`src/rtl/alu_pkg.sv`:
```
// Shared encodings for param_accum_alu: FSM states, op codes, A-source selects,
// error codes. Optional feature macro: ALU_MULT_EN (enables the MUL op code).
package alu_pkg;

  typedef enum logic [1:0] {
    S_OFF   = 2'b00,
    S_READY = 2'b01,
    S_RUN   = 2'b10,
    S_ERROR = 2'b11
  } state_e;

  localparam logic [2:0] OP_AND  = 3'b000;
  localparam logic [2:0] OP_OR   = 3'b001;
  localparam logic [2:0] OP_XOR  = 3'b010;
  localparam logic [2:0] OP_NOT  = 3'b011;
  localparam logic [2:0] OP_ADD  = 3'b100;
  localparam logic [2:0] OP_SUB  = 3'b101;
  localparam logic [2:0] OP_MUL  = 3'b110;
  localparam logic [2:0] OP_RSVD = 3'b111;

  localparam logic [1:0] SRC_ACC   = 2'b00;
  localparam logic [1:0] SRC_LOAD  = 2'b01;
  localparam logic [1:0] SRC_CLEAR = 2'b10;

  localparam logic [1:0] ERR_NONE    = 2'b00;
  localparam logic [1:0] ERR_OVF     = 2'b01;
  localparam logic [1:0] ERR_ILLEGAL = 2'b10;

  // Op codes rejected at accept time; MUL is illegal when no multiplier is built.
  function automatic logic op_is_reserved(input logic [2:0] op);
`ifdef ALU_MULT_EN
    return (op == OP_RSVD);
`else
    return (op == OP_RSVD) || (op == OP_MUL);
`endif
  endfunction

endpackage

```
`src/rtl/alu_seq_mult.sv`:
```
// Iterative shift-add multiplier. The first partial product is folded into the
// start edge so that done rises in the WIDTH-th cycle after start, one cycle wide.
module alu_seq_mult #(
  parameter int unsigned WIDTH = 8
) (
  input  logic             clk,
  input  logic             rst_n,
  input  logic             start,
  input  logic [WIDTH-1:0] a,
  input  logic [WIDTH-1:0] b,
  output logic             done,
  output logic [WIDTH-1:0] product_lo,
  output logic [WIDTH-1:0] product_hi
);

  localparam int unsigned CNT_W  = $clog2(WIDTH + 1);
  localparam int unsigned PROD_W = 2 * WIDTH;

  logic [PROD_W-1:0] mcand_q;
  logic [PROD_W-1:0] acc_q;
  logic [WIDTH-1:0]  mplier_q;
  logic [CNT_W-1:0]  cnt_q;

  assign product_lo = acc_q[WIDTH-1:0];
  assign product_hi = acc_q[PROD_W-1:WIDTH];

  // One shift-add step per cycle; a new start always restarts from scratch.
  always_ff @(posedge clk or negedge rst_n) begin
    if (!rst_n) begin
      mcand_q  <= '0;
      acc_q    <= '0;
      mplier_q <= '0;
      cnt_q    <= '0;
      done     <= 1'b0;
    end else if (start) begin
      acc_q    <= b[0] ? {{WIDTH{1'b0}}, a} : '0;
      mcand_q  <= {{(WIDTH-1){1'b0}}, a, 1'b0};
      mplier_q <= b >> 1;
      cnt_q    <= CNT_W'(WIDTH - 1);
      done     <= 1'b0;
    end else if (cnt_q != '0) begin
      if (mplier_q[0]) begin
        acc_q <= acc_q + mcand_q;
      end
      mcand_q  <= {mcand_q[PROD_W-2:0], 1'b0};
      mplier_q <= mplier_q >> 1;
      cnt_q    <= cnt_q - CNT_W'(1);
      done     <= (cnt_q == CNT_W'(1));
    end else begin
      done <= 1'b0;
    end
  end

endmodule

```
`src/rtl/param_accum_alu.sv`:
```
// Accumulator ALU with a 4-state control FSM, sticky overflow and error codes.
// Optional feature macro: ALU_MULT_EN builds the iterative multiplier for op 110.
module param_accum_alu
  import alu_pkg::*;
#(
  parameter int unsigned WIDTH = 8
) (
  input  logic             clk,
  input  logic             rst_n,
  input  logic             on,
  input  logic             op_valid,
  output logic             op_ready,
  input  logic [2:0]       op_code,
  input  logic [1:0]       src_sel,
  input  logic [WIDTH-1:0] operand_a,
  input  logic [WIDTH-1:0] operand_b,
  input  logic             err_clr,
  output logic [WIDTH-1:0] result,
  output logic             result_valid,
  output logic             ovf,
  output logic [1:0]       err_code,
  output logic [1:0]       state
);

  state_e           state_q;
  logic [WIDTH-1:0] acc_q;
  logic [WIDTH-1:0] a_q;
  logic [WIDTH-1:0] b_q;
  logic [2:0]       op_q;

  logic [WIDTH-1:0] a_sel_c;
  logic             accept_c;
  logic [WIDTH:0]   wide_c;
  logic [WIDTH-1:0] alu_res_c;
  logic             alu_ovf_c;
  logic             alu_done_c;

  assign state    = state_q;
  assign accept_c = on && op_valid && op_ready && (state_q == S_READY);

  // A-operand source selection; code 11 falls back to the accumulator.
  always_comb begin
    a_sel_c = acc_q;
    case (src_sel)
      SRC_LOAD:  a_sel_c = operand_a;
      SRC_CLEAR: a_sel_c = '0;
      default:   a_sel_c = acc_q;
    endcase
  end

`ifdef ALU_MULT_EN
  logic             mul_done;
  logic [WIDTH-1:0] mul_lo;
  logic [WIDTH-1:0] mul_hi;

  alu_seq_mult #(.WIDTH(WIDTH)) u_mult (
    .clk        (clk),
    .rst_n      (rst_n),
    .start      (accept_c && (op_code == OP_MUL)),
    .a          (a_sel_c),
    .b          (operand_b),
    .done       (mul_done),
    .product_lo (mul_lo),
    .product_hi (mul_hi)
  );
`endif

  // Result, overflow and completion for the captured operation.
  always_comb begin
    wide_c     = '0;
    alu_res_c  = '0;
    alu_ovf_c  = 1'b0;
    alu_done_c = 1'b1;
    case (op_q)
      OP_AND: alu_res_c = a_q & b_q;
      OP_OR:  alu_res_c = a_q | b_q;
      OP_XOR: alu_res_c = a_q ^ b_q;
      OP_NOT: alu_res_c = ~a_q;
      OP_ADD: begin
        wide_c    = {1'b0, a_q} + {1'b0, b_q};
        alu_res_c = wide_c[WIDTH-1:0];
        alu_ovf_c = wide_c[WIDTH];
      end
      OP_SUB: begin
        wide_c    = {1'b0, a_q} - {1'b0, b_q};
        alu_res_c = wide_c[WIDTH-1:0];
        alu_ovf_c = wide_c[WIDTH];
      end
`ifdef ALU_MULT_EN
      OP_MUL: begin
        alu_res_c  = mul_lo;
        alu_ovf_c  = |mul_hi;
        alu_done_c = mul_done;
      end
`endif
      default: ;
    endcase
  end

  // Control FSM with registered datapath and status outputs.
  always_ff @(posedge clk or negedge rst_n) begin
    if (!rst_n) begin
      state_q      <= S_OFF;
      op_ready     <= 1'b0;
      acc_q        <= '0;
      a_q          <= '0;
      b_q          <= '0;
      op_q         <= OP_AND;
      result       <= '0;
      result_valid <= 1'b0;
      ovf          <= 1'b0;
      err_code     <= ERR_NONE;
    end else begin
      result_valid <= 1'b0;
      if (err_clr && ((state_q == S_ERROR) || (state_q == S_OFF))) begin
        ovf      <= 1'b0;
        err_code <= ERR_NONE;
      end
      if (!on) begin
        state_q  <= S_OFF;
        op_ready <= 1'b0;
      end else begin
        case (state_q)
          S_OFF: begin
            state_q  <= S_READY;
            op_ready <= 1'b1;
          end
          S_READY: begin
            if (accept_c) begin
              a_q      <= a_sel_c;
              b_q      <= operand_b;
              op_q     <= op_code;
              op_ready <= 1'b0;
              if (op_is_reserved(op_code)) begin
                err_code <= ERR_ILLEGAL;
                state_q  <= S_ERROR;
              end else begin
                state_q <= S_RUN;
              end
            end
          end
          S_RUN: begin
            if (alu_done_c) begin
              result       <= alu_res_c;
              acc_q        <= alu_res_c;
              result_valid <= 1'b1;
              if (alu_ovf_c) begin
                ovf      <= 1'b1;
                err_code <= ERR_OVF;
                state_q  <= S_ERROR;
              end else begin
                state_q  <= S_READY;
                op_ready <= 1'b1;
              end
            end
          end
          S_ERROR: begin
            if (err_clr) begin
              state_q  <= S_READY;
              op_ready <= 1'b1;
            end
          end
          default: begin
            state_q  <= S_OFF;
            op_ready <= 1'b0;
          end
        endcase
      end
    end
  end

endmodule

```
`config.mk`:
```
export PLATFORM = sky130hd
export DESIGN_NAME = param_accum_alu
export DESIGN_NICKNAME = d
export VERILOG_FILES = /design/src/rtl/alu_pkg.sv /design/src/rtl/alu_seq_mult.sv /design/src/rtl/param_accum_alu.sv
export SDC_FILE = /design/constraint.sdc
export NUM_CORES = 1
export LEC_CHECK = 0
export BUFFER_PORTS_ARGS = -buffer_cell sky130_fd_sc_hd__buf_2
export CAP_MARGIN = 25
export CORE_MARGIN = 8
export CORE_UTILIZATION = 57
export CTS_BUF_LIST = sky130_fd_sc_hd__clkbuf_4 sky130_fd_sc_hd__clkbuf_8 sky130_fd_sc_hd__clkbuf_16
export DETAILED_ROUTE_END_ITERATION = 10
export PLACE_DENSITY = 0.8
export SKIP_LAST_GASP = 1
export SLEW_MARGIN = 10
export SYNTH_ARGS = -nofsm -noshare
export SYNTH_HDL_FRONTEND = slang
export SYNTH_HIERARCHICAL = 1
export SYNTH_SLANG_ARGS = --single-unit
```
`constraint.sdc`:
```
create_clock -name clk -period 2.4 [get_ports clk]
set_input_delay 0.24 -clock clk [delete_from_list [all_inputs] [get_ports clk]]
set_output_delay 0.24 -clock clk [all_outputs]
set_load 0.01 [all_outputs]
```
Yosys cells after proc, flatten, opt, wreduce, memory -nomap -nowiden
Cells that the tools add are included.
{"block": "totals", "reg_bits": 34, "input_bits": 26, "out_inout_bits": 15, "wordCells": 68}
{"block": "classes", "add_sub_neg": 2, "eq_ne": 15, "n_mux": 26, "n_bitwise": 4, "reduce_logical": 12}
{"op": "8-bit one-hot mux with 6 select lines", "n": 1}
{"op": "2-bit two-way mux", "n": 9}
{"op": "8-bit one-hot mux with 2 select lines", "n": 1}
{"op": "3-bit == test (second input constant)", "n": 4}
{"op": "1-bit two-way mux", "n": 11}
{"op": "8-bit by 8-bit adder with 9-bit output", "n": 1}
{"op": "3-bit != test (second input constant)", "n": 3}
{"op": "8-bit by 8-bit subtractor with 9-bit output", "n": 1}
{"op": "8-bit AND", "n": 1}
{"op": "8-bit NOT", "n": 1}
{"op": "8-bit bitwise OR", "n": 1}
{"op": "2-bit one-hot mux with 4 select lines", "n": 1}
{"op": "8-bit bitwise XOR", "n": 1}
{"op": "2-bit == test (second input constant)", "n": 3}
{"op": "3-bit by 2-bit == test with 1-bit output (second input constant)", "n": 2}
{"op": "3-bit AND reduction", "n": 2}
{"op": "2-bit by 1-bit == test with 1-bit output (second input constant)", "n": 2}
{"op": "1-bit logical AND", "n": 4}
{"op": "1-bit one-hot mux with 4 select lines", "n": 1}
{"op": "2-bit one-hot mux with 2 select lines", "n": 1}
{"op": "2-bit AND reduction", "n": 2}
{"op": "3-bit by 1-bit == test with 1-bit output (second input constant)", "n": 1}
{"op": "3-bit zero test", "n": 1}
{"op": "2-bit zero test", "n": 1}
{"op": "other kinds (2)", "n": 3}

Logic depth before layout (Yosys ltp)
Gate-level depths: netlist of the first run.
{"block": "depth", "depth_word": 8, "ltp_mapped": 10, "ltp_nobuf": 10}

Worst setup path before layout of the first run
Ideal clock, no wire load.
{"block": "synth_path", "path_kind": "reg-to-reg", "startpoint": "register b_q[0]", "endpoint": "register state_q[1], in the netlist state[1]", "setup_ns": 0.120, "t_arrival_ns": 2.034, "t_required_ns": 2.280, "setup_slack_ns": 0.245, "path_stages_with_launch": 9, "path_buffers": 0, "period_less_slack_ns": 2.155, "path_cell_list": "dfrtp_1 -> ha_1 -> fa_1 -> a21o_1 -> a221oi_1 -> or4_1 -> o211a_2 -> o21ai_2 -> o211a_1"}
{"block": "synth_via", "elab_chain_cells": 5, "word_cells_on_any_way": 6, "classes_between": "add/sub: 2; mux: 4"}
{"element": "from (decl)", "line": "param_accum_alu.sv:28", "rtl": "logic [WIDTH-1:0] b_q;"}
{"element": "from (signal assigned)", "line": "param_accum_alu.sv:131", "rtl": "b_q <= operand_b;"}
{"element": "8-bit by 8-bit subtractor with 9-bit output or 8-bit by 8-bit adder with 9-bit output (tied branches)", "line": "param_accum_alu.sv:85, param_accum_alu.sv:80"}
{"element": "1-bit one-hot mux with 2 select lines *", "line": "param_accum_alu.sv:74", "rtl": "case (op_q)"}
{"element": "2-bit two-way mux *", "line": "param_accum_alu.sv:147", "rtl": "if (alu_ovf_c) begin"}
{"element": "2-bit one-hot mux with 4 select lines *", "line": "param_accum_alu.sv:123", "rtl": "case (state_q)"}
{"element": "2-bit two-way mux *", "line": "param_accum_alu.sv:119", "rtl": "if (!on) begin"}
{"element": "to (signal assigned)", "line": "param_accum_alu.sv:120", "rtl": "state_q <= S_OFF;"}
{"element": "to (signal assigned)", "line": "param_accum_alu.sv:125", "rtl": "state_q <= S_READY;"}
{"element": "to (signal assigned)", "line": "param_accum_alu.sv:150", "rtl": "state_q <= S_ERROR;"}
{"element": "to (decl)", "line": "param_accum_alu.sv:25", "rtl": "state_e state_q;"}
Every way passes the cells marked *; elsewhere a longest branch is shown, timed or not.
A chain may end at the register's enable or synchronous reset.

Worst setup path after layout of the first run
{"block": "layout_path", "startpoint": "register a_q[0]", "endpoint": "register acc_q[4]"}
{"block": "layout_via", "elab_chain_cells": 2, "word_cells_on_any_way": 3, "classes_between": "add/sub: 2; mux: 1"}
{"element": "from (decl)", "line": "param_accum_alu.sv:27", "rtl": "logic [WIDTH-1:0] a_q;"}
{"element": "from (signal assigned)", "line": "param_accum_alu.sv:130", "rtl": "a_q <= a_sel_c;"}
{"element": "8-bit by 8-bit subtractor with 9-bit output or 8-bit by 8-bit adder with 9-bit output (tied branches)", "line": "param_accum_alu.sv:85, param_accum_alu.sv:80"}
{"element": "8-bit one-hot mux with 6 select lines *", "line": "param_accum_alu.sv:74"}
{"element": "to (signal assigned)", "line": "param_accum_alu.sv:145", "rtl": "acc_q <= alu_res_c;"}
{"element": "to (decl)", "line": "param_accum_alu.sv:26", "rtl": "logic [WIDTH-1:0] acc_q;"}
Marked as above.

==> results of run 1 <==
[power by group]
part / internal [mW] / total (mW) / switching [mW]
clock: 0.416 / 0.647 / 0.231
sequential: 0.815 / 1.13 / 0.314
combinational: 1.24 / 2.59 / 1.35
[cell families after synthesis]
group	Yosys count
AO/OA/AOI/OAI	81
XOR/XNOR	5
adder cells (fa/ha/maj)	30
buffers and inverters	49
flip-flops	34
multiplexers	20
AND/OR/NAND/NOR	56
[metal layers]
layer	vias up	wire length (um)	part of all wire
li1	1051	-	-
met2	66	3050	0.50
met3	7	445	0.072
met4	0	70	0.011
met1	1045	2590	0.42
met5	-	0	0
[worst paths after layout]
path                                      start              endpoint
setup / recovery             a_q[0]$_DFFE_PN0P_  acc_q[4]$_DFFE_PN0P_
hold / removal                            rst_n    a_q[1]$_DFFE_PN0P_
hold reg to reg            acc_q[0]$_DFFE_PN0P_  acc_q[0]$_DFFE_PN0P_
max in group asynchronous                 rst_n  acc_q[4]$_DFFE_PN0P_
min in group clk                     op_code[0]   op_q[0]$_DFFE_PN0P_
setup reg to reg             a_q[0]$_DFFE_PN0P_  acc_q[4]$_DFFE_PN0P_
[flip-flops by register name (all words and copies together), names as in the netlist]
register,flops
ovf,1
op_q,3
acc_q,8
a_q,8
state,2
op_ready,1
b_q,8
err_code,2
result_valid,1
[worst max-delay path, cell delays in order (launching register included)]
cell and delay, ns:
dfrtp_1 0.40, inv_2 0.08, ha_1 0.18, inv_1 0.06
fa_1 0.40, nor2b_1 0.17, o21ai_1 0.12, nand2b_1 0.07
a21o_1 0.18, and3_1 0.18, o32a_1 0.33
[timing repair]
item                                    4_1_cts  5_1_grt
resized for setup                             0        3
endpoints found under the setup margin        0        5
hold endpoints to repair                      0        0
[layout by cell type, fill, tap and decap left out, types with 2 or more instances in the layout]
cell        n
and3_1      2
inv_1      34
buf_2      40
nand2_1    16
a21oi_1    19
o221ai_1    3
a31oi_1     2
a21o_1      5
mux2_2     12
nand4_1     2
o21ai_0    13
buf_4       5
clkbuf_8    5
dfrtp_1    34
nor2b_1     7
nor2_1     15
nor3_1      2
bufinv_16   2
nand2b_1    5
o21ai_1     7
o22ai_1     2
a221oi_1    6
nand3_1     3
a22oi_1     2
xnor2_1     4
o22a_1      2
fa_1        2
o21a_1      3
o211a_1     2
a211oi_1    4
mux2i_1     2
ha_1       28
or3_1       2
mux4_2      6
[cell type report]
type | count | area, um2 | share of cell area
Clock buffer | 5 | 68.8 | 0.0232
Clock inverter | 3 | 68.8 | 0.0232
Inverter | 35 | 131 | 0.0443
Multi-Input combinational cell | 192 | 1540 | 0.520
Sequential cell | 34 | 851 | 0.287
Tap cell | 52 | 65.1 | 0.0220
Timing Repair Buffer | 45 | 238 | 0.0802
==> qor.txt, run 1 <==
Overall routing resource usage: 0.180
Gr ovfl total: 0
Transition at the pin with the smallest max-transition slack: 0.750 ns
Clock tree root buffer cell: clkbuf_8
Vertical die dimension: 83.3 um
Fill cell total of the finished layout: 344
Adder-cell share of the synthesized area: 0.151
Met1 track demand over resource: 0.204
Final nets: 369
Final-report hold violation count: 0
Worst IR drop on VDD: 0.740 mV
Width of the die: 83.3 um
Reg clk slew, reported paths: 0.08 ns
Headroom to the max-slew limit: 0.500
Cells after Synth: 275
Capturing element type of the critical path: flop
Share of the synthesized area in the top cell type: 0.330
Port Buffers: 40
Total detailed-routing wirelength: 6.15 mm
Leakage: 1.45 nW
# IOs: 41
Area inside the core boundary: 0.00435 mm2
Number of enable-type register cells in the synthesized netlist: 0
Maximum Capacitance Violations: 0
Most numerous cell in the Yosys netlist: inv_1
Xor-xnor portion of the synthesized cell area: 0.0170
Detailed placer's ending HPWL: 4.57 mm
Number of antenna cells inserted: 0
Number of buffers inserted during clock tree synthesis: 5
Slack of the worst reg-to-reg path: 0.11 ns
Fmax achieved: 437 MHz
Total setup violations reported at the end of the flow: 0
Final cell count without fillers: 366
Number of detailed-route iterations in the first pass: 4
Worst Hold Class: input pin to async pin
# placed instances: 358
Worst Path Class, Setup: flop to flop
M3 GR Usage: 0.0479
Final setup margin: 0.114 ns
Post-Syn Area per Cell: 9.38 um2
Worst Path Arrival: 2.47 ns
Count of warnings emitted by yosys: 6
Count of hold-fix buffers inserted at cts: 0
Count of distinct cell types in the synthesized netlist: 45
Most used standard cells in the synthesized netlist: 35 x inv_1, 34 x dfrtp_1, 28 x ha_1
Placed inst area: 0.00282 mm2
Total vias in the final route: 2,169
Fraction of the mapped netlist area in simple logic gates: 0.104
Global-route wire length before repair: 10.4 mm
Syn_nets: 331
Total non-filler cell area in the finished layout: 0.00296 mm2
Pre-CTS setup slack: 0.0813 ns
Via density per instance: 5.93
Final period demand of the worst path: 2.29 ns
Met2 Use GR: 0.308
R2r worst-path depth: 10
# Post-CTS Setup Buffers: 0
Flip-flop and latch count after synthesis: 34
Max Buffers Root-to-Sink: 2
H-Tree Depth: 2
DIE AREA: 0.00693 mm2
Maximum fanout along the worst path: 4
Post-route fraction of the period consumed by the critical path: 0.952
Setup clock skew after layout: 0.00658 ns
P&R area growth vs syn: 14.9%
CTS tree: done
Largest family of logic cells by synthesized area: compound AO/OA/AOI/OAI gates
Sequential element share of the synthesized area: 0.330
Data required time of the worst path: 2.58 ns
Overall power: 4.36 mW
Starting density of the core: 0.593
Asr flop ratio synth: 1.00
Outcome: completed
Initial antenna violation count: 0
Post-detailed-route wirelength per cell: 16.8 um
Final Util: 0.681
Number of design-rule violations left by the first detailed-router iteration: 124
Maximum number of pins on one net before global-route repair: 35
Power per cell area: 1470 mW/mm2
Clock insertion delay at the later pin of the skew report: 0.30 ns
Post-synth top area cell: dfrtp_1
Netlist Area Pre-Place: 0.00258 mm2
Clock Sinks: 34
Floorplan row count: 24
Setup_tns: 0 ns
Final weighted congestion in routability-driven placement: 0.918
Via count of the first global-routing pass: 2,267
WHS: 0.00870 ns
Final Max Slew Viols: 0
Main area contributors after synthesis: dfrtp_1 33%, ha_1 14%, mux2_2 5.2%, mux4_2 5.2%, inv_1 5.1%
Remaining DRCs: 0
Number of nets with antenna violations after detailed routing: 0
Mux contribution to synthesized area: 0.113
CP Launch Type: flop
Share of layout cells above drive strength 1: 0.242
Synth Flop Type: dfrtp_1
Unrepaired setup endpoints after global routing: yes
Post-synthesis compound-gate area fraction: 0.210
Most used routing layer in global routing: met2
(Power assumes the default switching activity.)
==> run 2, diff against run 1 <==
- CORE_UTILIZATION: 57 -> 55
- HOLD_SLACK_MARGIN: default -> 0.15
- PLACE_DENSITY: 0.8 -> 0.78
==> run 2 against run 1 <==
  * Clock power fell by 23%
  * Routed wire length fell by 1.8%
  * Sequential power barely moved
  * Combinational power barely moved
  * Register-to-register slack barely moved
  * Global-route usage fell by 0.31 points
  * Critical path depth fell by 2
  * Final cell count rose by 1.1%
  * Critical path type unchanged
  * Largest power group unchanged
==> qor.txt, run 2 (synthesized netlist as in run 1, its figures left out) <==
Outcome: completed
Pre-CTS setup slack: 0.0657 ns
Number of detailed-route iterations in the first pass: 4
Final Util: 0.639
Fmax achieved: 440 MHz
Cell with the biggest individual delay on the critical path: fa_1
CTS tree: done
Width of the die: 84.5 um
Initial antenna violation count: 0
Post-route fraction of the period consumed by the critical path: 0.948
R2r worst-path depth: 8
Detailed placer's ending HPWL: 4.56 mm
Floorplan row count: 25
Capturing element type of the critical path: flop
Worst Hold Class: input pin to flop
Clock tree root buffer cell: clkbuf_8
Worst IR drop on VDD: 0.752 mV
Count of buffering cells on the critical path with inverters included: 0
Global-route wire length before repair: 10.3 mm
WHS: 0.183 ns
Maximum Capacitance Violations: 0
Largest registers: a_q: 8 flops, acc_q: 8 flops, b_q: 8 flops
Delay contributed by the slowest stage of the critical path: 0.42 ns
Stages on the worst setup path: 8
Max Buffers Root-to-Sink: 2
# IOs: 41
Via density per instance: 5.85
Final cell count without fillers: 370
Hold Crit Depth: 2
Commonest cells after routing, fill and taps aside: 40 x buf_2, 34 x inv_1, 34 x dfrtp_1, 28 x ha_1, 19 x a21oi_1
Number of design-rule violations left by the first detailed-router iteration: 101
Clock Sinks: 34
Headroom to the max-slew limit: 0.498
Total detailed-routing wirelength: 6.04 mm
Worst-path cell chain: ha_1, fa_1, a21o_1, a221oi_2, or4_1, o211a_2, o21ai_2, o211a_1
Leakage: 1.45 nW
Port Buffers: 40
Starting density of the core: 0.557
H-Tree Depth: 2
Vertical die dimension: 84.5 um
Number of nets with antenna violations after detailed routing: 0
Unrepaired setup endpoints after global routing: yes
DIE AREA: 0.00714 mm2
Number of buffers inserted during clock tree synthesis: 5
Maximum number of pins on one net before global-route repair: 35
Gr ovfl total: 0
Via count of the first global-routing pass: 2,180
Transition at the pin with the smallest max-transition slack: 0.753 ns
Final period demand of the worst path: 2.28 ns
P&R area growth vs syn: 14.6%
Maximum fanout along the worst path: 4
Total setup violations reported at the end of the flow: 0
Commonest non-fill, non-tap cell in the layout: buf_2
Final setup margin: 0.125 ns
Final-report hold violation count: 0
# Post-CTS Setup Buffers: 0
Overall routing resource usage: 0.177
Overall power: 4.24 mW
Worst Path Class, Setup: flop to flop
Data required time of the worst path: 2.58 ns
Share of layout cells above drive strength 1: 0.244
Final weighted congestion in routability-driven placement: 0.893
# placed instances: 361
Number of antenna cells inserted: 0
Cell class contributing the biggest share of worst-path delay: compound AO/OA/AOI/OAI gates
Final Max Slew Viols: 0
Worst Path Arrival: 2.45 ns
Final nets: 371
CP Launch Type: flop
Total vias in the final route: 2,164
Reg clk slew, reported paths: 0.07 ns
Power per cell area: 1430 mW/mm2
Area inside the core boundary: 0.00463 mm2
Remaining DRCs: 0
Clock insertion delay at the later pin of the skew report: 0.28 ns
Setup clock skew after layout: 0.00531 ns
Post-detailed-route wirelength per cell: 16.3 um
==> run 2: cell count changes in the layout (fill, tap and decap cells not counted), sizes merged <==
cell         before  now
clkbuf            5    8
bufinv            2    0
buf              45   46
dlygate4sd3       0    1
clkinv            1    0
==> run 2: layer usage <==
layer	track usage	vias up	wire, um	part of all wire
met5	0	-	0	0
li1	-	1051	-	-
met1	0.222	1049	2670	0.44
met2	0.295	55	2890	0.48
met4	0.0485	0	102	0.017
met3	0.0420	9	377	0.062
==> run 2: stage by stage <==
stage / setup TNS (ns) / area [um2]
after floorplan: 0 / 2580
after global placement: 0 / 2830
after detailed placement: 0 / 2830
after CTS: 0 / 2950
after global routing: -0.0100 / 2960
final: 0 / 2960
==> run 2: path summary, 6_finish.rpt <==
kind	endpoint	startpoint	slack, ns
max	state[1]$_DFFE_PN0P_	b_q[0]$_DFFE_PN0P_	0.12
min	b_q[1]$_DFFE_PN0P_	operand_b[1]	0.18
max reg2reg	state[1]$_DFFE_PN0P_	b_q[0]$_DFFE_PN0P_	0.12
min reg2reg	acc_q[2]$_DFFE_PN0P_	acc_q[2]$_DFFE_PN0P_	0.51
max in group asynchronous	acc_q[7]$_DFFE_PN0P_	rst_n	1.36
min in group asynchronous	a_q[2]$_DFFE_PN0P_	rst_n	0.56
==> run 2: final cells by class <==
cell class	instances	area, um2
Fill cell	402	1670
Multi-Input combinational cell	192	1540
Sequential cell	34	851
Timing Repair Buffer	47	255
Inverter	35	131
Clock buffer	8	110
Tap cell	54	67.6
==> run 2: report_power, final <==
group | switching [mW] | internal [mW] | leakage, nW
Clock | 0.210 | 0.290 | 0.0575
Sequential | 0.324 | 0.816 | 0.415
Combinational | 1.34 | 1.25 | 0.978
Total | 1.88 | 2.36 | 1.45
==> run 2: repair_timing <==
action                                  CTS  global route
hold buffers                              1             0
endpoints found under the setup margin    0             5
gates resized for setup                   0             3
endpoints found under the hold margin    34             0
